<file path="src/rtl/fip_32_dot3_seq.sv">
// -----------------------------------------------------------------------------
// fip_32_dot3_seq
//   Sequential Q16.16 3-vector dot product (a.b) for ray/triangle math.
//   One shared signed WIDTHxWIDTH multiplier is reused over three cycles, one
//   cycle for each of the x, y and z products. The products are summed in a
//   wide accumulator, and only the final sum is clamped to a signed Q16.16
//   value.
//
//   State table
//     state  | meaning
//     -------+-----------------------------------------------------------
//     S_IDLE | in_ready=1; waiting for in_valid, latches the 6 operands
//     S_ACC  | adds one shifted product per edge (idx 0,1,2 = x,y,z)
//     S_SAT  | clamps the accumulator into result/overflow, raises out_valid
//     S_DONE | holds result until out_ready, then returns to S_IDLE
//
// Ports
//   clk                 single clock; all state changes on the rising edge
//   reset               synchronous, active-high
//   a_x,a_y,a_z         vector A, signed Q16.16
//   b_x,b_y,b_z         vector B, signed Q16.16
//   in_valid/in_ready   input handshake (in_ready == state is S_IDLE)
//   result              saturated dot product, signed Q16.16
//   overflow            result was clamped; meaningful while out_valid
//   out_valid/out_ready output handshake
// -----------------------------------------------------------------------------
module fip_32_dot3_seq #(
  parameter int WIDTH     = 32,
  parameter int FRAC_BITS = 16,
  parameter int ACC_W     = 50
) (
  input  logic                    clk,
  input  logic                    reset,
  input  logic signed [WIDTH-1:0] a_x,
  input  logic signed [WIDTH-1:0] a_y,
  input  logic signed [WIDTH-1:0] a_z,
  input  logic signed [WIDTH-1:0] b_x,
  input  logic signed [WIDTH-1:0] b_y,
  input  logic signed [WIDTH-1:0] b_z,
  input  logic                    in_valid,
  output logic                    in_ready,
  output logic signed [WIDTH-1:0] result,
  output logic                    overflow,
  output logic                    out_valid,
  input  logic                    out_ready
);

  // Width of a product after the arithmetic shift drops the fraction bits.
  localparam int PW = 2*WIDTH - FRAC_BITS;

  // Clamp limits, sign-extended to the accumulator width.
  localparam logic signed [ACC_W-1:0] ACC_MAX =
    {{(ACC_W-WIDTH+1){1'b0}}, {(WIDTH-1){1'b1}}};
  localparam logic signed [ACC_W-1:0] ACC_MIN =
    {{(ACC_W-WIDTH+1){1'b1}}, {(WIDTH-1){1'b0}}};

  typedef enum logic [1:0] {
    S_IDLE = 2'd0,
    S_ACC  = 2'd1,
    S_SAT  = 2'd2,
    S_DONE = 2'd3
  } state_e;

  state_e                  state_q;
  logic [1:0]              idx_q;
  logic signed [ACC_W-1:0] acc_q;
  logic signed [WIDTH-1:0] ax_q, ay_q, az_q;
  logic signed [WIDTH-1:0] bx_q, by_q, bz_q;
  logic signed [WIDTH-1:0] res_q;
  logic                    ovf_q;
  logic                    ovalid_q;

  // Operand select for the shared multiplier.
  logic signed [WIDTH-1:0]   mul_a, mul_b;
  logic signed [2*WIDTH-1:0] prod_full;
  logic signed [PW-1:0]      prod_shr;
  logic signed [ACC_W-1:0]   prod_ext;
  logic signed [ACC_W-1:0]   acc_d;
  logic [FRAC_BITS-1:0]      unused_prod_lsbs;

  logic signed [WIDTH-1:0] sat_res_d;
  logic                    sat_ovf_d;

  always_comb begin
    mul_a = az_q;
    mul_b = bz_q;
    case (idx_q)
      2'd0:    begin mul_a = ax_q; mul_b = bx_q; end
      2'd1:    begin mul_a = ay_q; mul_b = by_q; end
      default: begin mul_a = az_q; mul_b = bz_q; end
    endcase
  end

  // Full-precision signed product. Dropping the low FRAC_BITS is an
  // arithmetic shift right, so the result is rounded toward -inf.
  assign prod_full        = mul_a * mul_b;
  assign prod_shr         = prod_full[2*WIDTH-1:FRAC_BITS];
  assign unused_prod_lsbs = prod_full[FRAC_BITS-1:0];
  assign prod_ext         = {{(ACC_W-PW){prod_shr[PW-1]}}, prod_shr};
  assign acc_d            = acc_q + prod_ext;

  // Only the final sum is clamped. Intermediate partial sums may go beyond
  // the 32-bit range and still cancel out exactly.
  always_comb begin
    sat_res_d = acc_q[WIDTH-1:0];
    sat_ovf_d = 1'b0;
    if (acc_q > ACC_MAX) begin
      sat_res_d = {1'b0, {(WIDTH-1){1'b1}}};
      sat_ovf_d = 1'b1;
    end else if (acc_q < ACC_MIN) begin
      sat_res_d = {1'b1, {(WIDTH-1){1'b0}}};
      sat_ovf_d = 1'b1;
    end
  end

  always_ff @(posedge clk) begin
    if (reset) begin
      state_q  <= S_IDLE;
      idx_q    <= 2'd0;
      acc_q    <= '0;
      ax_q     <= '0;
      ay_q     <= '0;
      az_q     <= '0;
      bx_q     <= '0;
      by_q     <= '0;
      bz_q     <= '0;
      res_q    <= '0;
      ovf_q    <= 1'b0;
      ovalid_q <= 1'b0;
    end else begin
      case (state_q)
        S_IDLE: begin
          if (in_valid) begin
            ax_q    <= a_x;
            ay_q    <= a_y;
            az_q    <= a_z;
            bx_q    <= b_x;
            by_q    <= b_y;
            bz_q    <= b_z;
            acc_q   <= '0;
            idx_q   <= 2'd0;
            state_q <= S_ACC;
          end
        end
        S_ACC: begin
          acc_q <= acc_d;
          idx_q <= idx_q + 2'd1;
          if (idx_q == 2'd2) begin
            state_q <= S_SAT;
          end
        end
        S_SAT: begin
          res_q    <= sat_res_d;
          ovf_q    <= sat_ovf_d;
          ovalid_q <= 1'b1;
          state_q  <= S_DONE;
        end
        S_DONE: begin
          // out_valid is high throughout S_DONE, so out_ready alone completes
          // the handshake. in_ready rises only in the next cycle.
          if (out_ready) begin
            ovalid_q <= 1'b0;
            ovf_q    <= 1'b0;
            state_q  <= S_IDLE;
          end
        end
        default: begin
          state_q <= S_IDLE;
        end
      endcase
    end
  end

  assign in_ready  = (state_q == S_IDLE);
  assign result    = res_q;
  assign overflow  = ovf_q;
  assign out_valid = ovalid_q;

endmodule

</file>
<file path="config.mk">
export PLATFORM = sky130hd
export DESIGN_NAME = fip_32_dot3_seq
export DESIGN_NICKNAME = d
export VERILOG_FILES = /design/src/rtl/fip_32_dot3_seq.sv
export SDC_FILE = /design/constraint.sdc
export NUM_CORES = 2
export LEC_CHECK = 0
export CELL_PAD_IN_SITES_DETAIL_PLACEMENT = 0
export CELL_PAD_IN_SITES_GLOBAL_PLACEMENT = 2
export CORE_MARGIN = 2
export CORE_UTILIZATION = 25
export CTS_CLUSTER_SIZE = 25
export DETAILED_ROUTE_END_ITERATION = 16
export GPL_ROUTABILITY_DRIVEN = 0
export PLACE_DENSITY = 0.66
export REMOVE_ABC_BUFFERS = 1
export SKIP_LAST_GASP = 1
export SLEW_MARGIN = 5
export SYNTH_ARGS = -nofsm -noshare
export SYNTH_HDL_FRONTEND = slang
export SYNTH_SLANG_ARGS = --single-unit
export TNS_END_PERCENT = 100
</file>
<file path="constraint.sdc">
create_clock -name clk -period 12.51 [get_ports clk]
set_input_delay 1.251 -clock clk [delete_from_list [all_inputs] [get_ports clk]]
set_output_delay 1.251 -clock clk [all_outputs]
set_load 0.01 [all_outputs]
</file>
==> metrics.md <==
| Metric | Value |
|---|---|
| Ys Warns | `0` |
| Crit path from | `idx_q[0]` |
| Clk Latency, worst-skew pair | `590 ps` |
| Clock share of power | `6.2%` |
| Power Internal | `7.414 mW` |
| Area growth, synth to finish | `16.43%` |
| Unrepaired setup endpoints after global routing | `false` |
| Setup CP Type | `reg -> reg` |
| R2R Setup Slk | `640 ps` |
| Vias | `37329` |
| Die area | `193100 um^2` |
| Area after DPL | `53920 um^2` |
| Num ports | `231` |
| CTS buffer count | `34` |
| DRT antenna net count | `0` |
| Yosys reg bits | `280` |
| Net Sw Power | `9.570 mW` |
| Vias in the first global route | `40005` |
| Fmax | `84.23 MHz` |
| Rel. slew slack | `24.74%` |
| Gate power share | `86.6%` |
| CP Launch Type | `register` |
| Final wirelength | `180300 um` |
| Worst EP required | `13020 ps` |
| Outcome | `completed` |
| CP most frequent cell | `fa_1` |
| Register share of total power | `7.2%` |
| Final setup vio count | `0` |
| Worst Max-Slew Pin Slew | `1126 ps` |
| Slowest CP cell | `fa_1` |
| Critical Path Sink | `acc_q[48]` |
| CTS clk-pin slew, worst paths | `60 ps` |
| P per Cell Area | `307.7 nW/um^2` |
| Die span in x | `439.5 um` |
| Setup TNS | `0 ps` |
| Area of the core | `188000 um^2` |
| Htree depth | `2` |
| P_leak | `25.59 nW` |
| Initial antenna violation count | `9` |
| RR Startpoint | `idx_q[0]` |
| Power Total | `16.98 mW` |
| Final hold vios | `0` |
| Crit. End Element | `register` |
| Crit-path max FO | `26` |
| Critical R2R Capture | `acc_q[48]` |
| Via density | `4.557` |
| Longest Clk Path Bufs | `3` |
| Skew final | `19.97 ps` |
| Multi-input combinational cell area | `37390 um^2` |
| Post-Synthesis Cells | `5433` |
| Largest net degree at the start of global routing | `113` |
| Post-synthesis cell area | `47410 um^2` |
| Root buffer cell | `clkbuf_16` |
| Worst Hold Class | `reg -> reg` |
| Dominant synthesized flop cell | `dfxtp_1` |
| Worst Min Path Start | `bz_q[1]` |
| # Max-Cap Violations | `0` |
| Asr flop ratio synth | `0%` |
| Hold-fix buffers at CTS | `0` |
| Initial Util | `25.22%` |
| Wire per inst | `22.01 um` |
| Fin area | `55190 um^2` |
| Gr ovfl total | `0` |
| CP Data Arrival Time | `12380 ps` |
| CTS tree | `yes` |
| Slew Limit Fails | `0` |
| Cell row count | `159` |
| Pre-antenna DRT Iters | `6` |
| Post-route DRC | `0` |
| Clock Sinks | `280` |
| GRT Resource Usage Total | `19.01%` |
| Mean Syn Cell Area | `8.725 um^2` |
| Register area | `5605 um^2` |
| Post-synth EDFFs | `0` |
| DP HPWL | `150700 um` |
| Share of layout cells above drive strength 1 | `6.485%` |
| Violation count after the first detailed-route iteration | `2344` |
| First-pass GRT wire length | `271400 um` |
| Net Sw Frac | `56.35%` |
| Yosys cell types | `72` |
| I/O Buffers | `230` |
| Fill cell count | `20168` |
| Min Tclk post-route | `11870 ps` |
| Critical path's largest stage delay | `530 ps` |
| Hold path depth | `2` |
| Die H | `439.5 um` |
| Post-layout net count | `7181` |
| VDD IR-drop max | `0.2667 mV` |
| Sequential-to-total area share from yosys stat | `11.82%` |
| Path depth of the worst reg2reg path | `45` |
| Final worst-path cycle share | `94.91%` |
layout by cell type (no fill, tap or decap), types with 15 or more instances in the layout:
| cell | n |
|---|---|
| inv_1 | 946 |
| ha_1 | 236 |
| xnor2_1 | 60 |
| a21oi_1 | 360 |
| nor2_1 | 623 |
| clkdlybuf4s50_1 | 229 |
| o21ai_0 | 46 |
| nand3_1 | 15 |
| buf_4 | 236 |
| nand4_1 | 21 |
| a22oi_1 | 27 |
| xor2_1 | 39 |
| a22o_1 | 64 |
| fa_1 | 1082 |
| a21oi_2 | 24 |
| nor3_1 | 43 |
| nand2_1 | 963 |
| a21o_1 | 115 |
| clkbuf_16 | 34 |
| dfxtp_1 | 280 |
synthesized netlist by cell type (all sizes together), types with 5 or more instances:
library cell | instances | area (um^2)
a211oi | 12 | 90.09
a21o | 119 | 893.4
a21oi | 387 | 1941
a221oi | 5 | 43.79
a22o | 64 | 560.5
a22oi | 27 | 202.7
a31oi | 6 | 37.54
and2 | 9 | 56.30
and3 | 9 | 56.30
buf | 27 | 111.4
clkbuf | 257 | 964.7
dfxtp | 280 | 5605
fa | 1082 | 21660
ha | 238 | 2978
inv | 947 | 3555
nand2 | 965 | 3622
nand2b | 11 | 68.82
nand3 | 15 | 75.07
nand4 | 21 | 131.4
nor2 | 628 | 2357
nor2b | 13 | 81.33
nor3 | 44 | 220.2
nor4 | 5 | 31.28
o211ai | 7 | 57.55
o21a | 9 | 67.56
o21ai | 60 | 307.8
o21bai | 14 | 105.1
o22ai | 5 | 31.28
o31ai | 7 | 52.55
or2 | 9 | 56.30
or3 | 5 | 31.28
xnor2 | 61 | 534.3
xor2 | 39 | 341.6
critical path, delay by kind of cell (launching register included):
kind	cells	cell delay [ps]
adder cells (fa/ha/maj)	11	4360
AO/OA/AOI/OAI	17	3960
AND/OR/NAND/NOR	7	1400
buffers and inverters	9	1230
flip-flops	1	420
XOR/XNOR	1	380
power groups by stage:
stage          Combinational [mW]  Clock, mW  Sequential [mW]
5_1_grt                      16.3       1.12             1.25
6_report                     14.7       1.05             1.23
3_5_place_dp                 14.6          0             1.25
4_1_cts                      14.8       1.08             1.23
2_1_floorplan                8.93          0             1.22
3_3_place_gp                 14.6          0             1.25
how the worst min path moves through the flow:
stage,to
6_report,bz_q[1]
5_1_grt,by_q[0]
4_1_cts,bz_q[1]
3_5_place_dp,az_q[0]
3_3_place_gp,az_q[0]
2_1_floorplan,az_q[0]
metal layers:
layer / up-vias / global-route usage, % / part of all wire, %
met2: 830 / 31.40 / 47
li1: 16964 / - / -
met4: 6 / 5.231 / 3.2
met5: - / 0 / 0.023
met1: 19355 / 25.66 / 44
met3: 174 / 3.089 / 5.5
through the flow:
stage	std cells	worst slack (ps)	utilization [%]	hold slack (ps)
floorplan	5149	-3123	-	424.6
global placement	8118	-17.40	28.68	439.4
detailed placement	8118	123.6	28.68	443.6
CTS	8179	47.41	29.29	452.2
global route	8185	3.309	29.35	474.5
finish	8192	637.3	29.36	449.5
cell families (layout without fill, tap and decap cells):
group | Yosys count | in the layout | share of synthesized area, %
AOI/OAI and AO/OA | 748 | 748 | 9.811
and+or+nand+nor | 1750 | 1750 | 14.66
adders and majority gates | 1320 | 1320 | 51.97
other | 0 | 7 | 0
DFF | 280 | 280 | 11.82
muxes | 3 | 3 | 0.06335
xor gates and xnor gates | 101 | 101 | 1.895
buffers and inverters | 1231 | 1488 | 9.768
final cells by class:
cell class / count / share of cell area [%]
Inverter: 947 / 6.440
Multi-Input combinational cell: 3922 / 67.74
Antenna cell: 7 / 0.03174
Sequential cell: 280 / 10.16
Timing Repair Buffer: 480 / 7.898
Clock buffer: 47 / 1.721
Clock inverter: 14 / 0.3582
Tap cell: 2495 / 5.656
registers in the layout (all words and copies together), names as in the netlist:
| signal | cells |
|---|---|
| out_valid | 1 |
| az_q | 32 |
| ax_q | 32 |
| idx_q | 2 |
| bz_q | 32 |
| bx_q | 32 |
| state_q | 2 |
| by_q | 32 |
| overflow | 1 |
| result | 32 |
| acc_q | 50 |
| ay_q | 32 |
what timing repair did:
action,4_1_cts,5_1_grt
resized for setup,0,10
setup endpoints to repair,0,22
buffers inserted,0,6
hold endpoints to repair,0,0
Note: power is estimated with default switching activity, not from simulation.
